`config.mk`:
```
export PLATFORM = sky130hd
export DESIGN_NAME = multi_channel_pulse_width_detector_flat
export DESIGN_NICKNAME = d
export VERILOG_FILES = /design/src/rtl/multi_channel_pulse_width_detector_if.sv /design/src/rtl/multi_channel_pulse_width_detector.sv /design/src/flat_wrapper.sv
export SDC_FILE = /design/constraint.sdc
export NUM_CORES = 1
export LEC_CHECK = 0
export BUFFER_PORTS_ARGS = -buffer_cell sky130_fd_sc_hd__buf_2
export CAP_MARGIN = 20
export CORE_MARGIN = 2
export CORE_UTILIZATION = 45
export DETAILED_ROUTE_END_ITERATION = 10
export HOLD_SLACK_MARGIN = 0.03
export PLACE_DENSITY = 0.66
export SLEW_MARGIN = 30
export SYNTH_ARGS = -nofsm -noshare
export SYNTH_HDL_FRONTEND = slang
export SYNTH_SLANG_ARGS = --single-unit
```
`constraint.sdc`:
```
create_clock -name clk -period 2.3 [get_ports clk]
set_input_delay 0.23 -clock clk [delete_from_list [all_inputs] [get_ports clk]]
set_output_delay 0.23 -clock clk [all_outputs]
set_load 0.03 [all_outputs]
```
`src/rtl/multi_channel_pulse_width_detector_if.sv`:
```
// Bundle of per-channel samples, enables, run-time mode/window and detector outputs.
// The master drives the inputs and observes results; the slave is the detector itself.
interface multi_channel_pulse_width_detector_if #(
  parameter int unsigned N_CH  = 4,
  parameter int unsigned LEN_W = 4
);
  logic [N_CH-1:0]       a;
  logic [N_CH-1:0]       en;
  logic [1:0]            mode;
  logic [LEN_W-1:0]      min_len;
  logic [LEN_W-1:0]      max_len;
  logic [N_CH-1:0]       detected;
  logic [N_CH*LEN_W-1:0] last_len;
  logic [N_CH-1:0]       overlong;

  modport master (
    output a, en, mode, min_len, max_len,
    input  detected, last_len, overlong
  );

  modport slave (
    input  a, en, mode, min_len, max_len,
    output detected, last_len, overlong
  );
endinterface

```
`src/rtl/multi_channel_pulse_width_detector.sv`:
```
// N_CH independent edge / pulse-width detectors with a shared run-time mode and window.
// Each channel tracks its previous sample, a saturating high-run counter and last length.
module multi_channel_pulse_width_detector #(
  parameter int unsigned N_CH    = 4,
  parameter int unsigned MAX_LEN = 8,
  parameter int unsigned LEN_W   = $clog2(MAX_LEN + 2)
) (
  input logic                                 clk,
  input logic                                 rst,
  multi_channel_pulse_width_detector_if.slave bus
);

  // Counter value meaning "longer than MAX_LEN"; never matches the pulse window.
  localparam logic [LEN_W-1:0] SatLen = LEN_W'(MAX_LEN + 1);

  logic [N_CH-1:0]             a_d, a_q;
  logic [N_CH-1:0][LEN_W-1:0]  cnt_d, cnt_q;
  logic [N_CH-1:0][LEN_W-1:0]  last_len_d, last_len_q;
  logic [N_CH-1:0]             overlong_d, overlong_q;
  logic [N_CH-1:0]             detected;
  logic [N_CH-1:0]             rf;
  logic [LEN_W-1:0]            win_lo;

  assign rf     = a_q & ~bus.a;
  assign win_lo = (bus.min_len == '0) ? LEN_W'(1) : bus.min_len;

  always_comb begin
    a_d        = bus.a;
    cnt_d      = '0;
    last_len_d = last_len_q;
    overlong_d = overlong_q;
    detected   = '0;
    for (int i = 0; i < int'(N_CH); i++) begin
      if (bus.en[i]) begin
        if (bus.a[i]) begin
          cnt_d[i] = (cnt_q[i] == SatLen) ? SatLen : cnt_q[i] + LEN_W'(1);
        end
        if (rf[i]) begin
          last_len_d[i] = cnt_q[i];
          if (cnt_q[i] == SatLen) begin
            overlong_d[i] = 1'b1;
          end
        end
        unique case (bus.mode)
          2'b00: detected[i] = bus.a[i] & ~a_q[i];
          2'b01: detected[i] = rf[i];
          2'b10: detected[i] = bus.a[i] ^ a_q[i];
          2'b11: detected[i] = rf[i] && (cnt_q[i] >= win_lo) && (cnt_q[i] <= bus.max_len) &&
                               (cnt_q[i] != SatLen);
          default: detected[i] = 1'b0;
        endcase
      end
    end
  end

  always_ff @(posedge clk or posedge rst) begin
    if (rst) begin
      a_q        <= '0;
      cnt_q      <= '0;
      last_len_q <= '0;
      overlong_q <= '0;
    end else begin
      a_q        <= a_d;
      cnt_q      <= cnt_d;
      last_len_q <= last_len_d;
      overlong_q <= overlong_d;
    end
  end

  assign bus.detected = detected;
  assign bus.last_len = last_len_q;
  assign bus.overlong = overlong_q;

endmodule

```
`src/flat_wrapper.sv`:
```
// flat-port wrapper written by rule: the top's interface ports become plain ports
module multi_channel_pulse_width_detector_flat 
#(
  parameter int unsigned N_CH    = 4,
  parameter int unsigned MAX_LEN = 8,
  parameter int unsigned LEN_W   = $clog2(MAX_LEN + 2)
)
  (clk, rst, bus_a, bus_en, bus_mode, bus_min_len, bus_max_len, bus_detected, bus_last_len, bus_overlong);
  multi_channel_pulse_width_detector_if #(.N_CH(N_CH), .LEN_W(LEN_W)) bus_i ();
  input logic clk;
  input logic rst;
  input wire logic [$bits(bus_i.a)-1:0] bus_a;
  input wire logic [$bits(bus_i.en)-1:0] bus_en;
  input wire logic [$bits(bus_i.mode)-1:0] bus_mode;
  input wire logic [$bits(bus_i.min_len)-1:0] bus_min_len;
  input wire logic [$bits(bus_i.max_len)-1:0] bus_max_len;
  output wire logic [$bits(bus_i.detected)-1:0] bus_detected;
  output wire logic [$bits(bus_i.last_len)-1:0] bus_last_len;
  output wire logic [$bits(bus_i.overlong)-1:0] bus_overlong;
  assign bus_i.a = bus_a;
  assign bus_i.en = bus_en;
  assign bus_i.mode = bus_mode;
  assign bus_i.min_len = bus_min_len;
  assign bus_i.max_len = bus_max_len;
  assign bus_detected = bus_i.detected;
  assign bus_last_len = bus_i.last_len;
  assign bus_overlong = bus_i.overlong;
  multi_channel_pulse_width_detector #(.N_CH(N_CH), .MAX_LEN(MAX_LEN), .LEN_W(LEN_W)) u_core (.clk(clk), .rst(rst), .bus(bus_i));
endmodule
```
==> results_dict.tcl <==
set metrics [dict create \
    worst_slew_pin_slew_ps 304.2 \
    vias_per_cell 5.305 \
    grt_first_pass_wirelength_um 9411 \
    synthesis.area_sq_um 2579 \
    critPathMaxFanout 5 \
    achievable-frequency_ghz 0.4490 \
    numPortBuffers 43 \
    peak_supply_drop_uv 342.8 \
    final_cell_area_sq_um 3103 \
    finalHoldWorstSlack_ps 78.23 \
    min-delay-start "bus_a[1]" \
    post_synth_inst_count 254 \
    initial_utilization 0.4683 \
    post_synth_num_cell_types 35 \
    synth_largest_type_area_fraction 0.3882 \
    max_slew_margin 0.7953 \
    initialDrtViolationCount 37 \
    synth.ff_latch_count 40 \
    htree_levels 2 \
    cts.sink_count 40 \
    fp.dieW_um 79.70 \
    crit_start "u_core.cnt_q[9]" \
    grt_antenna_before_repair 0 \
    synth-edff-count 0 \
    instances_no_fill 383 \
    cp.required_ps 2070 \
    tritoncts "built" \
    aggregate_negative_setup_slack_ps 0 \
    clock_skew_ps 4.178 \
    timing.final.setup_violations 0 \
    maxSlewViolCount 0 \
    crit_chain "ha_4 > nor2b_4 > a2111oi_4 > nor2_1 > o41ai_2 > buf_4" \
    clock_latency_at_the_later_pin_of_the_worst_skew_pair_ps 300 \
    grt_pass1_vias 1978 \
    synth_nets 322 \
    yosys.area.top_type "sky130_fd_sc_hd__dfrtp_1" \
    ios 44 \
    reg2reg_from "u_core.a_q[2]" \
    insertedDiodeCount 0 \
    rsz0062_at_grt "no" \
    core_area_sq_um 5507 \
    syn_area_per_cell_sq_um 10.15 \
    area_delta_synth_final_pct 20.33 \
    synth-main-ff-cell "sky130_fd_sc_hd__dfrtp_1" \
    finalCriticalPeriod_ps 2227 \
    finalHoldViolCount 0 \
    grt_use_total 0.1932 \
    asyncSetResetFlopFracSynth 1.000 \
    cellLeakagePower_nw 1.633 \
    worstSetupEndpointType "primary output" \
    height_of_the_die_um 79.70 \
    ant_nets 0 \
    place_hpwl_um 4168 \
    synth-seq-area-share 0.3882 \
    max-clock-path-buffers 2 \
    layout.nets 379 \
    clk_root_buffer_cell "sky130_fd_sc_hd__clkbuf_8" \
    drive_gt1_frac 0.2701 \
    worst_setup_hold_path_clk_slew_ps 70 \
    worst-setup-path-type "register to primary output" \
    post-route-period-util 0.9684 \
    outcome "completed" \
    max_cap_violations 0 \
    core.rowCount 27 \
    worst_min_delay_path_class "primary input to register" \
    worst_path_max_delay_cell "sky130_fd_sc_hd__dfrtp_2" \
    synth.most_common_cell "sky130_fd_sc_hd__ha_1" \
    start_kind "register" \
    grt_max_degree 21 \
    placed_cells 371 \
    critPathArrivalTime_ps 2000 \
    synth_top_cells_by_area "sky130_fd_sc_hd__dfrtp_1 (39%), sky130_fd_sc_hd__ha_1 (23%), sky130_fd_sc_hd__mux2_2 (4.4%)" \
    detailed_place.area_sq_um 2902 \
    power_per_cell_area_nw_per_um2 492.9 \
    postRouteWirelength_um 5475 \
    cp_slowest_stage_delay_ps 460 \
    vias 2032 \
    last_weighted_congestion_value_of_the_routability_driven_placer 0.8437 \
    power.total_mw 1.529 \
    synthTopCellsByCount "sky130_fd_sc_hd__ha_1 (48), sky130_fd_sc_hd__dfrtp_1 (40), sky130_fd_sc_hd__inv_1 (28)" \
    cts-buffers-inserted 5 \
    drtPass1Iterations 4 \
    total_gr_overflow 0 \
    drt_drc_violations_left 0 \
    avgRoutedWirePerCell_um 14.30 \
    synthesis.yosys.warnings 0 \
    fp.dieArea_sq_um 6352 \
]
## layer usage
layer,wire length [um],vias up,track usage
li1,-,1013,-
met1,2553,967,0.2593
met2,2585,42,0.3076
met3,248,10,0.04299
met4,88,0,0.06552
met5,0,-,0
## worst max-delay path: cells and delay by family, from the launching register on
kind	cells	cell delay [ps]
AO/OA/AOI/OAI	2	590
flip-flops	1	460
adder cells (fa/ha/maj)	1	230
AND/OR/NAND/NOR	2	220
buffers and inverters	1	210
## kinds of logic (layout without fill, tap and decap cells)
group,count (synthesis),count (layout),share of synthesized area
muxes,15,15,0.06308
xor gates and xnor gates,4,4,0.01358
adders and majority gates,48,48,0.2329
DFF,40,40,0.3882
and+or+nand+nor,68,68,0.1232
buffers and inverters,29,86,0.04270
AOI/OAI and AO/OA,50,50,0.1363
## cell type report
type / count / area [sq um]
multi-input combinational: 185 / 1516
clock buffer: 7 / 96.34
sequential: 40 / 1006
inverter: 28 / 105.1
timing repair buffer: 51 / 289.0
fill: 506 / 2404
tap: 72 / 90.09
## flip-flops by register name, summed over array words and instances (netlist names)
register,count
u_core.bus.last_len,16
u_core.cnt_q,16
u_core.bus.overlong,4
u_core.a_q,4
## stage by stage
step,utilization,setup slack [ps]
final,0.5635,72.72
after global routing,0.5635,4.424
after CTS,0.5535,17.44
after detailed placement,0.5269,132.6
after global placement,0.5269,154.1
after floorplan,-,184.2
## final timing paths
| kind | to | slack [ps] | cells after the start |
|---|---|---|---|
| max | bus_detected[2] | 70 | 6 |
| min | u_core.a_q[1] | 80 | 1 |
| max reg2reg | u_core.bus.last_len[11] | 950 | 3 |
| min reg2reg | u_core.bus.overlong[0] | 470 | 1 |
| max in group asynchronous | u_core.cnt_q[3] | 1540 | 4 |
| min in group asynchronous | u_core.cnt_q[6] | 530 | 4 |
## where the power goes
part           internal [mW]  switching, mW
registers              0.727         0.0176
logic                  0.113          0.165
clock network          0.267          0.240
## cell usage in the layout, fill, tap and decap left out, types with 3 or more instances in the layout
cell / instances
sky130_fd_sc_hd__a21oi_1: 7
sky130_fd_sc_hd__a21o_1: 3
sky130_fd_sc_hd__clkbuf_8: 7
sky130_fd_sc_hd__o21bai_1: 4
sky130_fd_sc_hd__xor2_1: 4
sky130_fd_sc_hd__nor3_1: 4
sky130_fd_sc_hd__mux2_2: 10
sky130_fd_sc_hd__nand2b_1: 4
sky130_fd_sc_hd__nand3_1: 4
sky130_fd_sc_hd__buf_4: 9
sky130_fd_sc_hd__buf_2: 40
sky130_fd_sc_hd__nand4_1: 4
sky130_fd_sc_hd__o21ai_0: 17
sky130_fd_sc_hd__dfrtp_2: 4
sky130_fd_sc_hd__inv_1: 27
sky130_fd_sc_hd__mux2i_1: 5
sky130_fd_sc_hd__o22ai_1: 4
sky130_fd_sc_hd__o21a_1: 3
sky130_fd_sc_hd__nor2_1: 19
sky130_fd_sc_hd__ha_1: 45
sky130_fd_sc_hd__nor4_1: 3
sky130_fd_sc_hd__dfrtp_1: 36
sky130_fd_sc_hd__nand2_1: 24
## repair_timing
item,in CTS,in global routing
setup endpoints to repair,3,4
resized for setup,6,12
buffers inserted,1,3
hold buffers,1,0
hold endpoints to repair,40,0
pin swaps,0,1
Note: power is estimated with default switching activity, not from simulation.
